<file path="config.mk">
export PLATFORM = sky130hd
export DESIGN_NAME = reg_write_arbiter
export DESIGN_NICKNAME = d
export VERILOG_FILES = /design/src/rtl/reg_write_arbiter.sv
export SDC_FILE = /design/constraint.sdc
export NUM_CORES = 1
export LEC_CHECK = 0
export BUFFER_PORTS_ARGS = -buffer_cell sky130_fd_sc_hd__buf_2
export CAP_MARGIN = 5
export CORE_MARGIN = 10
export CORE_UTILIZATION = 50
export DETAILED_ROUTE_END_ITERATION = 8
export MAX_ROUTING_LAYER = met4
export PLACE_DENSITY = 0.82
export SYNTH_ARGS = -nofsm -noshare
export SYNTH_HDL_FRONTEND = slang
export SYNTH_SLANG_ARGS = --single-unit
</file>
<file path="constraint.sdc">
create_clock -name clk -period 2.79 [get_ports clk]
set_input_delay 0.4185 -clock clk [delete_from_list [all_inputs] [get_ports clk]]
set_output_delay 0.4185 -clock clk [all_outputs]
set_load 0.02 [all_outputs]
</file>
<file path="src/rtl/reg_write_arbiter.sv">
// Round-robin arbiter granting one of NREQ requesters a write into a shared W-bit register.
// Latency: req at edge E -> gnt after E -> q/q_valid after E+1 -> rearbitrate at E+3; no backpressure, a winner may withdraw during GRANT.
module reg_write_arbiter #(
    parameter int NREQ = 4,
    parameter int W    = 8
) (
    input  logic                clk,
    input  logic                rst,
    input  logic [NREQ-1:0]     req,
    input  logic [NREQ*W-1:0]   wdata,
    output logic [NREQ-1:0]     gnt,
    output logic [W-1:0]        q,
    output logic                q_valid,
    output logic                busy,
    output logic [15:0]         wr_count
);

    localparam int PW = (NREQ > 1) ? $clog2(NREQ) : 1;

    typedef enum logic [1:0] {IDLE, GRANT, COMMIT} state_t;

    state_t          state;
    logic [PW-1:0]   ptr;
    logic [PW-1:0]   winner;
    logic [PW-1:0]   pick;
    logic            found;
    logic [W-1:0]    slice [NREQ];

    for (genvar i = 0; i < NREQ; i++) begin : g_slice
        assign slice[i] = wdata[i*W +: W];
    end

    // First set request at or above ptr, wrapping around the top.
    always_comb begin
        int j;
        j     = 0;
        pick  = '0;
        found = 1'b0;
        for (int k = 0; k < NREQ; k++) begin
            j = (int'(ptr) + k) % NREQ;
            if (!found && req[PW'(j)]) begin
                found = 1'b1;
                pick  = PW'(j);
            end
        end
    end

    assign busy = (state != IDLE);

    always_ff @(posedge clk or negedge rst) begin
        if (!rst) begin
            state    <= IDLE;
            gnt      <= '0;
            q        <= '0;
            q_valid  <= 1'b0;
            ptr      <= '0;
            winner   <= '0;
            wr_count <= '0;
        end else begin
            case (state)
                IDLE: begin
                    q_valid <= 1'b0;
                    gnt     <= '0;
                    if (found) begin
                        gnt[pick] <= 1'b1;
                        winner    <= pick;
                        state     <= GRANT;
                    end
                end
                GRANT: begin
                    gnt <= '0;
                    if (req[winner]) begin
                        q       <= slice[winner];
                        q_valid <= 1'b1;
                        state   <= COMMIT;
                    end else begin
                        // Withdrawn winner: no write, pointer keeps its place.
                        state <= IDLE;
                    end
                end
                COMMIT: begin
                    q_valid  <= 1'b0;
                    ptr      <= (winner == PW'(NREQ - 1)) ? '0 : winner + PW'(1);
                    wr_count <= wr_count + 16'd1;
                    state    <= IDLE;
                end
                default: begin
                    gnt     <= '0;
                    q_valid <= 1'b0;
                    state   <= IDLE;
                end
            endcase
        end
    end

endmodule

</file>
==> metrics.txt <==
outcome=complete, no violations; FF-to-FF setup slack=780 ps; setup TNS=0 ps; largest net degree at the start of global routing=36; wire length on met2=2.38 mm; total wire length=4.25 mm; Crit Path Category=reg2reg; VDD IR max=0.000583 V; I/O Buffers=67; WP data required=approximately 3000 ps; RSZ-0062 raised after global routing=false; share of cells above drive strength 1=49.3%; Place WS=787 ps; Leak=1.11 nW; ant diodes=0; met3 WL=250 µm; initial antenna violation count=0; MaxCap Viol Count=0; grt total ovfl=0; Cell Count, Final, Fillers Out=approximately 250; Final Slew Violations=0; Total Routing Usage GR=14.0%; worst path arrival time=between 2000 and 2500 ps; row count=21; CTS root buffer=clkbuf_4; I/O pin count=68; Startpoint Class=flip-flop; Critical Path End Type=flip-flop; iteration count of the initial detailed-routing pass=4; Yosys cell types=33; Layout area overhead=24.6%; power per cell area=slightly above 900 nW/µm²; DIE HEIGHT=79.1 µm; 1st-iter DRT viols=73; cells after synthesis=132; DRC=0; RePlAce Congestion=0.803; Metal-1 WL=~1.5 mm; CP max FO=12; Max clock buf depth=2; Initial Util=51.9%; post-route ant nets=0; Num CTS Buffers=5; Mapped Area=1750 µm²; r2r worst-path depth=3; first-pass GRT wire length=6.87 mm; worst r2r src=winner[0]; post-CTS setup buffer count=0; post-layout util=64.7%; post-layout instance area=2180 µm²; DR vias/cell=5.26; Die W=roughly 80 µm; routed length per instance=17.1 µm; # hold bufs at CTS=0; Core ar.=3360 µm²; full die area=approximately 6300 µm²; Seq/Total Area, Yosys=about half; HPWL reported at the end of detailed placement=approximately 3.5 mm; CTS sink count=35; Total Power=between 2 and 2.5 mW; DP Cell Count=242; Post-CTS Resized=0; Mean Syn Cell Area=13.2 µm²; Area after DPL=approximately 2100 µm²; Clk Latency, worst-skew pair=340 ps; total number of vias=1310; Final setup viols=0; layout net count=243; CTS tree=built; actual slew at the worst max-slew pin=769 ps; hold_ws=147 ps; final worst-path setup slack=780 ps; H-tree levels=2; Slew headroom=48.7%; synthesis-stage register bit count=35; clk_skew=a little under 10 ps; Synth Net Count=~170; Tmin final=~2000 ps; Tcrit/Tclk final=72.0%; top layer in use=met4; filler cell count=roughly 290; Critical R2R Capture=q[7]; HP Class=in2async; via count of the first global-routing pass=~1500; Final Hold Viols=0; fmax=about 500 MHz; Clock Pin Slew Worst Setup and Hold Paths=~110 ps; Yosys warnings=0
==> logic make-up (layout without fill, tap and decap cells) <==
group / Yosys count / after routing / share of synthesized area [%]
flops: 35 / 35 / 50.1
compound gates: 12 / 12 / 5.01
mux: 20 / 20 / 18.7
buf+inv: 6 / 77 / 1.79
simple gates: 42 / 42 / 15.4
xor+xnor: 15 / 15 / 7.52
fa+ha+maj: 2 / 2 / 1.43
==> worst max-delay path by stage <==
stage                     cells past startpoint            to   startpoint  slack (ps)
after CTS                                     3          q[7]    winner[0]         770
after floorplan                               5  wr_count[10]  wr_count[0]        1230
after global placement                        3          q[2]    winner[0]         840
final                                         3          q[7]    winner[0]         780
after detailed placement                      3          q[7]    winner[0]         790
after global routing                          3          q[7]    winner[0]         680
==> report_power, final <==
| part | switching (mW) | internal, mW |
|---|---|---|
| registers | 0.188 | 0.669 |
| clock network | 0.163 | 0.117 |
| logic | 0.452 | 0.439 |
==> worst max-delay path: stages (launching register included) <==
cell and delay, ps:
dfrtp_1 750, mux4_2 630, nand3b_4 170, mux2_2 350
==> cell usage after synthesis (all sizes together) <==
master | count | share of area (%)
dfrtp | 35 | 50
nand2 | 13 | 2.8
mux2 | 11 | 7.1
xnor2 | 10 | 5.0
mux4 | 9 | 12
nor2 | 8 | 2.1
xor2 | 5 | 2.5
o21ai | 4 | 1.1
buf | 3 | 1.1
inv | 3 | 0.64
nand3 | 3 | 0.86
nand3b | 3 | 2.0
a32o | 2 | 1.1
and3 | 2 | 0.72
ha | 2 | 1.4
nand4 | 2 | 1.6
nor2b | 2 | 0.72
nor3b | 2 | 0.86
nor4 | 2 | 1.6
o31ai | 2 | 0.86
or2 | 2 | 0.72
a21boi | 1 | 0.43
a221oi | 1 | 0.50
a31oi | 1 | 0.36
and2 | 1 | 0.36
and3b | 1 | 0.50
and4b | 1 | 0.57
o211a | 1 | 0.57
==> cells in the final DEF (no fill, tap or decap), types with 2 or more instances in the layout <==
cell type / Yosys / final
buf_2: 1 / 67
dfrtp_1: 35 / 35
nand2_1: 13 / 13
mux2_2: 11 / 11
xnor2_1: 10 / 10
mux4_2: 9 / 9
nor2_1: 7 / 7
xor2_1: 5 / 5
clkbuf_4: 0 / 5
o21ai_0: 4 / 4
inv_1: 3 / 3
nand3_1: 3 / 3
or2_2: 2 / 2
nor2b_1: 2 / 2
nand3b_1: 2 / 2
o31ai_1: 2 / 2
a32o_1: 2 / 2
nor3b_1: 2 / 2
and3_1: 2 / 2
ha_1: 2 / 2
==> layout make-up <==
type / count / area, µm² / area share (%)
clock buffers: 6 / 51.3 / 2.36
clock inverters: 1 / 5.00 / 0.230
inverters: 3 / 11.3 / 0.518
multi-input cells: 91 / 840 / 38.6
flip-flops and latches: 35 / 876 / 40.3
well taps: 46 / 57.6 / 2.65
repair buffers: 67 / 335 / 15.4
==> state kept, by name (all words and copies together) (netlist names) <==
name and cells:
gnt 4, ptr 2, wr_count 16, q 8, winner 2, state 2, q_valid 1
==> per-layer routing <==
layer	vias up	track usage, %
met5	-	-
met4	0	5.20
met3	11	5.63
met2	39	24.1
met1	640	14.0
li1	620	-
Power figures use the tool's default switching activity.
